==> src/rtl/mips_pkg.sv <==
// Shared MIPS front-end definitions: field widths, the bubble word and small helpers
// used by the fetch unit and its PC calculator.
package mips_pkg;

  localparam int WORD_W = 32;
  localparam int IMM_W  = 16;
  localparam int JIDX_W = 26;

  // sll $0,$0,0 -- the canonical MIPS no-op
  localparam logic [WORD_W-1:0] NOP_WORD = 32'h0000_0000;

  typedef enum logic {
    ST_RUN  = 1'b0,
    ST_DONE = 1'b1
  } fetch_state_t;

  typedef enum logic [1:0] {
    SEL_SEQ    = 2'd0,
    SEL_BRANCH = 2'd1,
    SEL_JUMP   = 2'd2
  } pc_sel_t;

  typedef enum logic [1:0] {
    ACT_SEQ      = 2'd0,
    ACT_HOLD     = 2'd1,
    ACT_END      = 2'd2,
    ACT_REDIRECT = 2'd3
  } fetch_act_t;

  function automatic logic [WORD_W-1:0] sext16to32(input logic [IMM_W-1:0] imm);
    return {{(WORD_W-IMM_W){imm[IMM_W-1]}}, imm};
  endfunction

endpackage

==> src/rtl/pc_next_calc.sv <==
// Combinational next-PC selection: sequential, taken branch or jump target.
// Redirects only count when the instruction in IF/ID is a real one.
module pc_next_calc
  import mips_pkg::*;
(
  input  logic [WORD_W-1:0] pc,
  input  logic [WORD_W-1:0] if_id_pc,
  input  logic              if_id_valid,
  input  logic              branch_taken,
  input  logic [IMM_W-1:0]  branch_offset,
  input  logic              jump,
  input  logic [JIDX_W-1:0] jump_index,
  output logic [WORD_W-1:0] seq_pc,
  output logic [WORD_W-1:0] target,
  output pc_sel_t           sel
);

  logic [WORD_W-1:0] if_id_pc_plus1;
  logic [WORD_W-1:0] branch_target;
  logic [WORD_W-1:0] jump_target;

  assign seq_pc         = pc + 32'd1;
  assign if_id_pc_plus1 = if_id_pc + 32'd1;
  assign branch_target  = if_id_pc_plus1 + sext16to32(branch_offset);
  // Word-indexed J/JAL: upper bits come from the delay-slot PC, low 26 from the index
  assign jump_target    = {if_id_pc_plus1[WORD_W-1:JIDX_W], jump_index};

  always_comb begin
    sel    = SEL_SEQ;
    target = seq_pc;
    if (if_id_valid && jump) begin
      sel    = SEL_JUMP;
      target = jump_target;
    end else if (if_id_valid && branch_taken) begin
      sel    = SEL_BRANCH;
      target = branch_target;
    end
  end

endmodule

==> src/rtl/instruction_fetch_unit.sv <==
// Instruction fetch stage: owns the PC, reads IMEM combinationally and loads IF/ID,
// applying redirect > stall > end-of-program > sequential priority each edge.
module instruction_fetch_unit
  import mips_pkg::*;
#(
  parameter int unsigned       IMEM_DEPTH = 7,
  parameter logic [31:0]       RESET_PC   = 32'd0,
  parameter logic [31:0]       NOP_WORD   = mips_pkg::NOP_WORD
) (
  input  logic                 clk,
  input  logic                 rst_n,
  output logic [WORD_W-1:0]    imem_pc,
  input  logic [WORD_W-1:0]    imem_instr,
  input  logic                 stall,
  input  logic                 branch_taken,
  input  logic [IMM_W-1:0]     branch_offset,
  input  logic                 jump,
  input  logic [JIDX_W-1:0]    jump_index,
  output logic [WORD_W-1:0]    if_id_instr,
  output logic [WORD_W-1:0]    if_id_pc,
  output logic                 if_id_valid,
  output logic                 fetch_done,
  output logic [WORD_W-1:0]    fetch_count
);

  localparam logic [WORD_W-1:0] DEPTH = WORD_W'(IMEM_DEPTH);

  logic [WORD_W-1:0] pc;
  logic [WORD_W-1:0] seq_pc;
  logic [WORD_W-1:0] target;
  pc_sel_t           sel;
  fetch_state_t      state;
  fetch_state_t      next_state;
  fetch_act_t        act;

  pc_next_calc u_pc_next_calc (
    .pc            (pc),
    .if_id_pc      (if_id_pc),
    .if_id_valid   (if_id_valid),
    .branch_taken  (branch_taken),
    .branch_offset (branch_offset),
    .jump          (jump),
    .jump_index    (jump_index),
    .seq_pc        (seq_pc),
    .target        (target),
    .sel           (sel)
  );

  assign imem_pc    = pc;
  assign fetch_done = (state == ST_DONE);

  always_comb begin
    act        = ACT_SEQ;
    next_state = state;
    if (sel != SEL_SEQ) begin
      act = ACT_REDIRECT;
      // A redirect past the end leaves DONE as is; the end check catches it next edge
      if (target < DEPTH) next_state = ST_RUN;
    end else if (stall) begin
      act = ACT_HOLD;
    end else if (pc >= DEPTH) begin
      act        = ACT_END;
      next_state = ST_DONE;
    end
  end

  always_ff @(posedge clk) begin
    if (!rst_n) state <= ST_RUN;
    else        state <= next_state;
  end

  always_ff @(posedge clk) begin
    if (!rst_n) begin
      pc          <= RESET_PC;
      if_id_instr <= NOP_WORD;
      if_id_pc    <= '0;
      if_id_valid <= 1'b0;
      fetch_count <= '0;
    end else begin
      case (act)
        ACT_SEQ: begin
          pc          <= seq_pc;
          if_id_instr <= imem_instr;
          if_id_pc    <= pc;
          if_id_valid <= 1'b1;
          fetch_count <= fetch_count + 32'd1;
        end
        ACT_REDIRECT: begin
          pc          <= target;
          if_id_instr <= NOP_WORD;
          if_id_pc    <= '0;
          if_id_valid <= 1'b0;
        end
        ACT_END: begin
          if_id_instr <= NOP_WORD;
          if_id_pc    <= '0;
          if_id_valid <= 1'b0;
        end
        default: ;
      endcase
    end
  end

endmodule
==> config.mk <==
export PLATFORM = sky130hd
export DESIGN_NAME = instruction_fetch_unit
export DESIGN_NICKNAME = d
export VERILOG_FILES = /design/src/rtl/mips_pkg.sv /design/src/rtl/pc_next_calc.sv /design/src/rtl/instruction_fetch_unit.sv
export SDC_FILE = /design/constraint.sdc
export NUM_CORES = 1
export LEC_CHECK = 0
export BUFFER_PORTS_ARGS = -buffer_cell sky130_fd_sc_hd__buf_2
export CAP_MARGIN = 20
export CORE_ASPECT_RATIO = 1.75
export CORE_MARGIN = 2
export CORE_UTILIZATION = 50
export DETAILED_ROUTE_END_ITERATION = 16
export PLACE_DENSITY = 0.89
export SYNTH_ARGS = -nofsm -noshare
export SYNTH_HDL_FRONTEND = slang
export SYNTH_SLANG_ARGS = --single-unit
==> constraint.sdc <==
create_clock -name clk -period 3.7 [get_ports clk]
set_input_delay 0.555 -clock clk [delete_from_list [all_inputs] [get_ports clk]]
set_output_delay 0.555 -clock clk [all_outputs]
set_load 0.01 [all_outputs]
==> results of run 1 <==
## layout by cell type (no fill, tap or decap), types with 9 or more instances in the layout
master       n
a21o_1      11
a21oi_1     35
a21oi_2     20
a22o_1       9
a22oi_1     88
and2_1      31
and3_1      21
buf_2      208
buf_4      242
buf_6       13
clkbuf_16   17
dfxtp_1    115
dfxtp_2     10
ha_1        29
inv_1       28
nand2_1    100
nand3_1     37
nand4_1     22
nor2_1      67
nor2b_1     92
nor3_1      16
nor4_1       9
o21ai_0     56
o21ai_1     12
o21ai_2      9
o22ai_1      9
o31ai_1      9
xnor2_1     64
xor2_1      28
## worst register-to-register path, delay by kind of cell, from the launching register on
kind / cells / cell delay, ns
xor gates and xnor gates: 1 / 0.19
DFF: 1 / 0.34
and+or+nand+nor: 8 / 2.03
buffers and inverters: 2 / 0.35
muxes: 1 / 0.13
AOI/OAI and AO/OA: 5 / 0.79
adders and majority gates: 1 / 0.21
## final timing paths
| kind | startpoint | end | slack [ns] | cells past startpoint |
|---|---|---|---|---|
| setup / recovery | if_id_pc[7] | fetch_done | -0.48 | 18 |
| hold / removal | imem_instr[26] | if_id_instr[26] | 0.41 | 3 |
| setup reg to reg | if_id_pc[7] | fetch_done | -0.48 | 18 |
| hold reg to reg | fetch_count[6] | fetch_count[6] | 0.51 | 2 |
## metrics by stage
stage | std cells | setup TNS [ns]
after floorplan | 1201 | -0.257
after global placement | 1776 | -1.44
after detailed placement | 1776 | -2.23
after CTS | 1827 | -0.717
after global routing | 1846 | -4.38
final | 1846 | -2.10
## report_power, final
| part | switching, mW | internal, mW |
|---|---|---|
| Sequential | 0.183 | 1.60 |
| Clock | 0.591 | 0.951 |
| Combinational | 2.08 | 1.43 |
## cell usage after synthesis (all sizes together) (7+ instances only)
cell type / count
a211oi: 8
a21boi: 8
a21o: 12
a21oi: 58
a22o: 10
a22oi: 89
and2: 33
and3: 24
buf: 10
clkbuf: 75
dfxtp: 130
ha: 40
inv: 28
mux2i: 8
nand2: 108
nand3: 44
nand4: 22
nor2: 80
nor2b: 95
nor3: 21
nor4: 15
o211ai: 7
o21ai: 78
o22ai: 9
o31ai: 13
or3: 10
xnor2: 71
xor2: 34
## area by class of cell
cell class,instances,area [um^2],area share [%]
clock buffer,25,475,3.48
clock inverter,6,57.6,0.422
inverter,28,105,0.770
multi-input combinational,958,7040,51.6
sequential,130,2630,19.3
tap,234,293,2.15
timing repair buffer,465,3040,22.3
## timing repair
action / CTS / global route
resized for setup: 67 / 120
pin swaps: 51 / 75
hold buffers: 0 / 0
setup endpoints to repair: 11 / 21
setup buffers: 21 / 23
gates cloned: 0 / 0
hold endpoints to repair: 0 / 0
## flip-flops by register name (all words and copies together) (netlist names)
name         count
fetch_count     32
if_id_instr     32
if_id_pc        32
imem_pc         32
fetch_done       1
if_id_valid      1
## cell families (layout without fill, tap and decap cells)
kind of cell | count (synthesis) | in the layout | synth area share [%]
xor+xnor | 105 | 105 | 9.94
mux | 10 | 10 | 1.11
flops | 130 | 130 | 28.1
buf+inv | 113 | 524 | 4.80
compound gates | 329 | 329 | 23.8
fa+ha+maj | 41 | 41 | 5.63
simple gates | 473 | 473 | 26.6
## layer usage
metal | part of all wire (%) | GRT usage, % | up-vias
li1 | - | - | 5092
met1 | 35 | 37.3 | 5326
met2 | 49 | 60.3 | 692
met3 | 7.2 | 5.42 | 230
met4 | 7.9 | 24.6 | 2
met5 | 0.019 | 0 | -
==> flow_summary.yaml, run 1 <==
outcome:
  status: "finished with violations"
  violations: "setup timing"
worst_setup_path:
  path_cells: "nand4_1 > buf_4 > nor3_4 > buf_4 > nand4_1 > xnor2_1 > ha_2 > a21oi_2 > o21ai_2 > or3_4 > nor3_4 > o32ai_2 > mux2i_1 > a221o_1 > or2_0 > or4_4 > nor4_2 > a31oi_1"
  worst_path_max_delay_cell: "or4_4"
  worstPathRequired_ns: 3.99
  max_stage_delay_ns: 0.54
  critical_path_buf_inv_count: 2
  worstPathArrival_ns: 4.47
  cp_max_fo: 4
  endpoint_kind: "flip-flop"
  startpoint_type: "flip-flop"
  criticalPathCategory: "flip-flop to flip-flop"
  path_delay_family: "simple AND/OR/NAND/NOR gates"
route:
  drt-initial-drc-count: 1262
  vias_per_cell: 6.14
  ant_nets: 0
  wl_per_cell_um: 19.9
  drc: 0
  postRouteWirelength_mm: 36.7
  first_pass_iters: 6
  routed-via-count: 11300
finish:
  fin_area_um2: 13600
  fin_nets: 1720
  nFillCells: 1267
  syn2layout_area_growth_pct: 47.5
  drive_above_1_share_pct: 40.4
  n_antenna_cell: 0
  final_core_util_pct: 75.6
sta:
  timing.hold.ws_ns: 0.408
  slew_violations: 0
  fin_crit_ns: 4.18
  worstMarginPinSlew_ns: 0.737
  max_freq_ghz: 0.239
  timing_hold_violations_final: 0
  finalSetupViolations: 10
  setup_ws_ns: -0.476
  max_slew_margin_pct: 50.8
  worst_clock_skew_ns: 0.00957
  grt_setup_unrepaired: "yes"
  period_share_pct: 113
clock_network:
  insertion_delay_ns: 0.41
  cts_sinks: 130
  cts_tree: "built"
  cts_max_path_buffers: 2
  clockRootBuffer: "clkbuf_16"
  htree_levels: 4
  cts_made_buffers: 17
  cts.clk_slew.worst_paths_ns: 0.06
global_route:
  grt_usage_pct: 34.5
  grt_pass1_vias: 10700
  antenna_found_initial: 1
  grt_pass1_wl_mm: 53.9
  grt_max_degree: 67
  grt-ovfl-total: 0
logic_synthesis:
  synth.cell_area_um2: 9250
  synth_top_area_cell: "dfxtp_1"
  synthArstFlopShare_pct: 0
  synth_edf_count: 0
  synth_top_flop_cell: "dfxtp_1"
  synth_nets: 1321
  synthCells: 1201
  ys_ff_latch: 130
  ys_warn_count: 0
  synth_cell_types: 66
  yosysSeqAreaShare_pct: 28.1
  synth.top_cell.area_share_pct: 28.1
  avgSynthCellArea_um2: 7.70
  synth_area_leaders: "dfxtp_1 (28%), a22oi_1 (7.2%), xnor2_1 (6.7%)"
floorplanning:
  start_util_pct: 51.2
  die_h_um: 184
  row_count: 65
  die_x_um: 107
  core_um2: 18100
  num_io_pins: 209
  die_area_um2: 19600
power:
  p_leak_nw: 6.19
  ir_worst_vdd_uv: 467
  p_per_area_nw_per_um2: 500
  p_total_mw: 6.83
placed_design:
  io_buffers: 208
  place_area_um2: 12000
  hpwlAfterDp_mm: 25.5
  routabilityCongestion: 1.01
  preCtsSetupSlack_ns: -0.465
worst_hold_path:
  hold_class: "input pin to flip-flop"
flow_run:
  cap_violations: 0
Note: power is estimated with default switching activity, not from simulation.
==> inputs of run 2 (changes only) <==
- ABC_AREA: unset -> 1
- CORE_UTILIZATION: 50 -> 51
==> flow_summary.yaml, run 2 <==
power:
  intPower_mw: 4.06
  p_total_mw: 7.50
  p_per_area_nw_per_um2: 549
  swShare_pct: 45.9
  ir_worst_vdd_uv: 497
  seqPwrFrac_pct: 27.2
  p_leak_nw: 6.60
  clkPwrFrac_pct: 22.6
  p_sw_mw: 3.44
  p_comb_share_pct: 50.1
placed_design:
  io_buffers: 208
  hpwlAfterDp_mm: 31.6
  routabilityCongestion: 1.05
  dp.cells: 2302
worst_setup_path:
  worstPathArrival_ns: 4.00
  worst_path_max_delay_cell: "dfxtp_2"
  endpoint_kind: "flip-flop"
  worstPathRequired_ns: 3.99
  cpMostUsedCell: "nand2_1"
  path_delay_family: "simple AND/OR/NAND/NOR gates"
  critical_path_buf_inv_count: 1
  startpoint_type: "flip-flop"
  max_stage_delay_ns: 0.36
  cp_max_fo: 5
  criticalPathCategory: "flip-flop to flip-flop"
global_route:
  grt_pass1_vias: 12700
  grt-ovfl-total: 0
  antenna_found_initial: 0
  grt_max_degree: 67
  grt_pass1_wl_mm: 63.8
  grt_usage_pct: 36.8
logic_synthesis:
  synthArstFlopShare_pct: 0
  synth_cell_types: 48
  synth_top_area_cell: "dfxtp_1"
  synth_edf_count: 0
  synth_commonest_cells: "nand2_1 (554), nand3_1 (209), inv_1 (206)"
  avgSynthCellArea_um2: 5.82
  ys_ff_latch: 130
  synth_nets: 1912
  synth_area_leaders: "dfxtp_1 (25%), nand2_1 (20%), nand3_1 (10%)"
  ys_warn_count: 0
  yosysSeqAreaShare_pct: 24.9
  synth_top_flop_cell: "dfxtp_1"
  synth.most_common_cell: "nand2_1"
  synthCells: 1792
  synth.top_cell.area_share_pct: 24.9
  synth.cell_area_um2: 10400
finish:
  fin_nets: 2199
  final_cell_mix: "nand2_1 (527), buf_2 (208), inv_1 (202)"
  n_antenna_cell: 0
  final_common_cell: "nand2_1"
  drive_above_1_share_pct: 25.6
  syn2layout_area_growth_pct: 30.9
  final_cells: 2340
floorplanning:
  die_h_um: 193
  core_um2: 20200
  num_io_pins: 209
  die_x_um: 112
  row_count: 69
  die_area_um2: 21700
  start_util_pct: 51.6
clock_network:
  clockRootBuffer: "clkbuf_16"
  cts_hold_buf: 0
  insertion_delay_ns: 0.43
  cts_tree: "built"
  cts_sinks: 130
  htree_levels: 4
  cts_max_path_buffers: 2
  cts.clk_slew.worst_paths_ns: 0.06
  cts_made_buffers: 17
route:
  drt-initial-drc-count: 1335
  routed-via-count: 13300
  wl_per_cell_um: 17.6
  first_pass_iters: 6
  vias_per_cell: 5.68
  drc: 0
  ant_nets: 0
  postRouteWirelength_mm: 41.2
worst_hold_path:
  hold_class: "input pin to flip-flop"
sta:
  setup_ws_ns: -0.0129
  timing_hold_violations_final: 0
  worstMarginPinSlew_ns: 0.722
  slew_violations: 0
  finalSetupViolations: 1
  fin_crit_ns: 3.71
  max_freq_ghz: 0.269
  grt_setup_unrepaired: "yes"
  worst_clock_skew_ns: 0.00957
  period_share_pct: 100
  max_slew_margin_pct: 51.9
outcome:
  status: "finished with violations"
  violations: "setup timing"
flow_run:
  cap_violations: 0
==> run 2: stage by stage <==
| stage | hold slack [ns] | utilization [%] | setup TNS [ns] | cell area [um^2] | setup WS, ns |
|---|---|---|---|---|---|
| after floorplan | 0.490 | - | 0 | 10400 | 0.219 |
| after global placement | 0.450 | 61.7 | -0.957 | 12500 | -0.279 |
| after detailed placement | 0.452 | 61.7 | -1.33 | 12500 | -0.333 |
| after CTS | 0.379 | 65.4 | 0 | 13200 | 0.00403 |
| after global routing | 0.377 | 67.6 | -0.688 | 13700 | -0.207 |
| final | 0.387 | 67.6 | -0.0129 | 13700 | -0.0129 |
==> run 2: timing repair <==
item / CTS / global route
setup endpoints to repair: 9 / 14
gates resized for setup: 40 / 97
pin swaps: 18 / 56
setup buffers: 1 / 5
endpoints found under the hold margin: 0 / 0
==> run 2: power by group through the flow <==
| stage | logic (mW) | clock network [mW] | registers [mW] |
|---|---|---|---|
| floorplan | 2.10 | 0 | 2.03 |
| global placement | 3.46 | 0 | 2.03 |
| detailed placement | 3.50 | 0 | 2.04 |
| CTS | 3.56 | 1.71 | 2.01 |
| global route | 4.08 | 1.76 | 2.07 |
| finish | 3.76 | 1.70 | 2.04 |
==> run 2: path summary, 6_finish.rpt <==
kind	start	endpoint	slack [ns]	depth (start not counted)
hold reg to reg	if_id_instr[13]	if_id_instr[13]	0.46	2
setup reg to reg	if_id_pc[1]	fetch_done	-0.01	27
hold / removal	imem_instr[18]	if_id_instr[18]	0.39	3
setup / recovery	if_id_pc[1]	fetch_done	-0.01	27
==> run 2: kinds of logic (layout without fill, tap and decap cells) <==
kind of cell | count (synthesis) | count (layout) | synth area share (%)
adder cells (fa/ha/maj) | 41 | 41 | 4.99
buffers and inverters | 297 | 597 | 10.8
AND/OR/NAND/NOR | 1042 | 1042 | 43.3
XOR/XNOR | 41 | 41 | 3.44
flip-flops | 130 | 130 | 24.9
AO/OA/AOI/OAI | 241 | 241 | 12.5
==> run 2: final cells by class <==
type	instances	area, um^2
repair buffers	338	2050
clock buffers	18	439
fillers	1808	6550
clock inverters	14	154
multi-input cells	1365	7240
well taps	248	310
inverters	227	855
flip-flops and latches	130	2610
==> run 2: per-layer routing <==
metal | up-vias | wire length (um) | track usage, %
met5 | - | 0 | 0
met4 | 0 | 3600 | 26.4
met3 | 224 | 2920 | 4.82
met2 | 709 | 20700 | 66.9
met1 | 5988 | 13900 | 38.0
li1 | 6364 | - | -
==> run 2: worst register-to-register path: cells and delay by family, from the launching register on <==
family / cells / cell delay [ns]
and+or+nand+nor: 21 / 2.21
adders and majority gates: 2 / 0.40
DFF: 1 / 0.36
AOI/OAI and AO/OA: 2 / 0.20
buffers and inverters: 1 / 0.19
xor gates and xnor gates: 1 / 0.19
==> inputs of run 3 (changes only) <==
- CORE_UTILIZATION: 51 -> 61
- PLACE_DENSITY: 0.89 -> 0.95
- REMOVE_ABC_BUFFERS: unset -> 1
- clock period: 3.7 -> 4.5 ns (I/O delays scaled with it)
==> flow_summary.yaml, run 3 (synthesis results as in run 2) <==
clock_network:
  htree_levels: 4
  clockRootBuffer: "clkbuf_16"
  insertion_delay_ns: 0.43
  cts_tree: "built"
  cts.clk_slew.worst_paths_ns: 0.06
  cts_setup_buffers: 0
  cts_sinks: 130
  cts_made_buffers: 17
  cts_max_path_buffers: 2
  cts_hold_buf: 0
  cts_resized: 0
worst_setup_path:
  worst_path_max_delay_cell: "dfxtp_1"
  rrSetupSlack_ns: 0.34
  startpoint_type: "flip-flop"
  path_cells: "ha_1 > nand2_1 > nor4_1 > nand4_1 > nor4_4 > xnor2_1 > inv_1 > ha_1 > nand2_1 > nor2_1 > nand2_1 > nor2_1 > nand2_1 > nand4_1 > nand3_1 > a21boi_1 > nand2_1 > nor2_1 > nand2_1 > nor2_1 > nand3_1 > nand2_1 > a21oi_2"
  rr_endpoint: "fetch_done"
  crit_end: "fetch_done"
  cpMostUsedCell: "nand2_1"
  critical_path_buf_inv_count: 1
  reg2regPathDepth: 23
  max_stage_delay_ns: 0.41
  worstPathArrival_ns: 4.45
  cp_max_fo: 5
  worstPathRequired_ns: 4.79
  path_delay_family: "simple AND/OR/NAND/NOR gates"
  timing.rr.start: "if_id_pc[0]"
  endpoint_kind: "flip-flop"
  crit_start: "if_id_pc[0]"
  criticalPathCategory: "flip-flop to flip-flop"
  cp.depth: 23
worst_hold_path:
  hold_class: "flip-flop to flip-flop"
finish:
  final_common_cell: "nand2_1"
  final_cell_mix: "nand2_1 (553), nand3_1 (209), buf_2 (208)"
  multi_input_area_um2: 6730
  syn2layout_area_growth_pct: 17.3
  nFillCells: 1530
  fin_area_um2: 12200
  drive_above_1_share_pct: 15.9
  n_antenna_cell: 0
  fin_nets: 2087
  regArea_um2: 2600
placed_design:
  io_buffers: 208
  place_area_um2: 11600
  hpwlAfterDp_mm: 29.0
  routabilityCongestion: 1.02
global_route:
  grt_pass1_vias: 12200
  antenna_found_initial: 0
  grt-ovfl-total: 0
  grt_max_degree: 67
  grt_usage_pct: 42.9
  grt_pass1_wl_mm: 60.6
sta:
  max_slew_margin_pct: 51.7
  finalSetupViolations: 0
  period_share_pct: 92.4
  timing_hold_violations_final: 0
  fin_crit_ns: 4.16
  max_freq_ghz: 0.241
  worst_clock_skew_ns: 0.00869
  worstMarginPinSlew_ns: 0.725
  slew_violations: 0
floorplanning:
  die_h_um: 177
  start_util_pct: 61.8
  die_area_um2: 18200
  die_x_um: 103
  num_io_pins: 209
  row_count: 63
  core_um2: 16900
power:
  p_per_area_nw_per_um2: 468
  p_leak_nw: 5.88
  ir_worst_vdd_uv: 437
  p_total_mw: 5.73
route:
  vias_per_cell: 5.85
  first_pass_iters: 7
  routed-via-count: 12900
  postRouteWirelength_mm: 38.9
  wl_per_cell_um: 17.6
  ant_nets: 0
  drc: 0
  drt-initial-drc-count: 1344
flow_run:
  cap_violations: 0
outcome:
  status: "finished, final reports clean"
==> run 3: cell count changes in the layout (fill, tap and decap cells not counted), moves of 12 or more <==
cell     change
buf_4      -111
nand3_1     +13
nor2_1      +23
nand2_1     +26
nor2_2      -15
nand2_2     -21
nand3_2     -12
==> run 3: metrics by stage <==
stage / hold WS (ns) / std cells / utilization, % / setup TNS, ns / setup WS (ns)
2_1_floorplan: 0.490 / 1722 / - / -112.56 / -1.51
4_1_cts: 0.461 / 2205 / 72.3 / 0 / 0.378
6_report: 0.460 / 2206 / 72.5 / 0 / 0.344
3_3_place_gp: 0.449 / 2174 / 69.0 / 0 / 0.403
3_5_place_dp: 0.452 / 2174 / 69.0 / 0 / 0.394
5_1_grt: 0.483 / 2206 / 72.5 / -0.0742 / -0.0742
==> run 3: how the worst min path moves through the flow <==
stage	to	slack [ns]	cells after the start	start
after floorplan	if_id_instr[0]	0.49	2	if_id_instr[0]
after CTS	if_id_instr[26]	0.46	2	if_id_instr[26]
after detailed placement	if_id_instr[26]	0.45	2	if_id_instr[26]
final	if_id_instr[31]	0.46	2	if_id_instr[31]
after global routing	if_id_instr[21]	0.48	2	if_id_instr[21]
after global placement	if_id_instr[1]	0.45	2	if_id_instr[1]
==> run 3: layer usage <==
| metal | vias up | share of wire (%) | track usage [%] |
|---|---|---|---|
| met3 | 217 | 7.0 | 7.39 |
| met4 | 0 | 8.2 | 28.5 |
| li1 | 6153 | - | - |
| met5 | - | 0 | 0 |
| met1 | 5770 | 34 | 46.3 |
| met2 | 758 | 51 | 74.8 |
==> run 3: cell type report <==
cell class              instances  area share (%)
flip-flops and latches        130            21.3
clock inverters                 9           0.665
inverters                     227            6.98
clock buffers                  22            3.96
repair buffers                226            9.82
well taps                     227            2.32
multi-input cells            1365            55.0
==> run 3: power by group <==
group          internal (mW)  switching, mW  leakage (nW)
registers               1.36          0.362          1.06
clock network          0.810          0.516         0.274
logic                  0.908           1.78          4.55
total                   3.08           2.66          5.88
==> run 3: tightest hold or removal path, stage by stage (launching register included) <==
cell and delay (ns):
dfxtp_1 0.30, nand2_1 0.05, a21oi_1 0.05
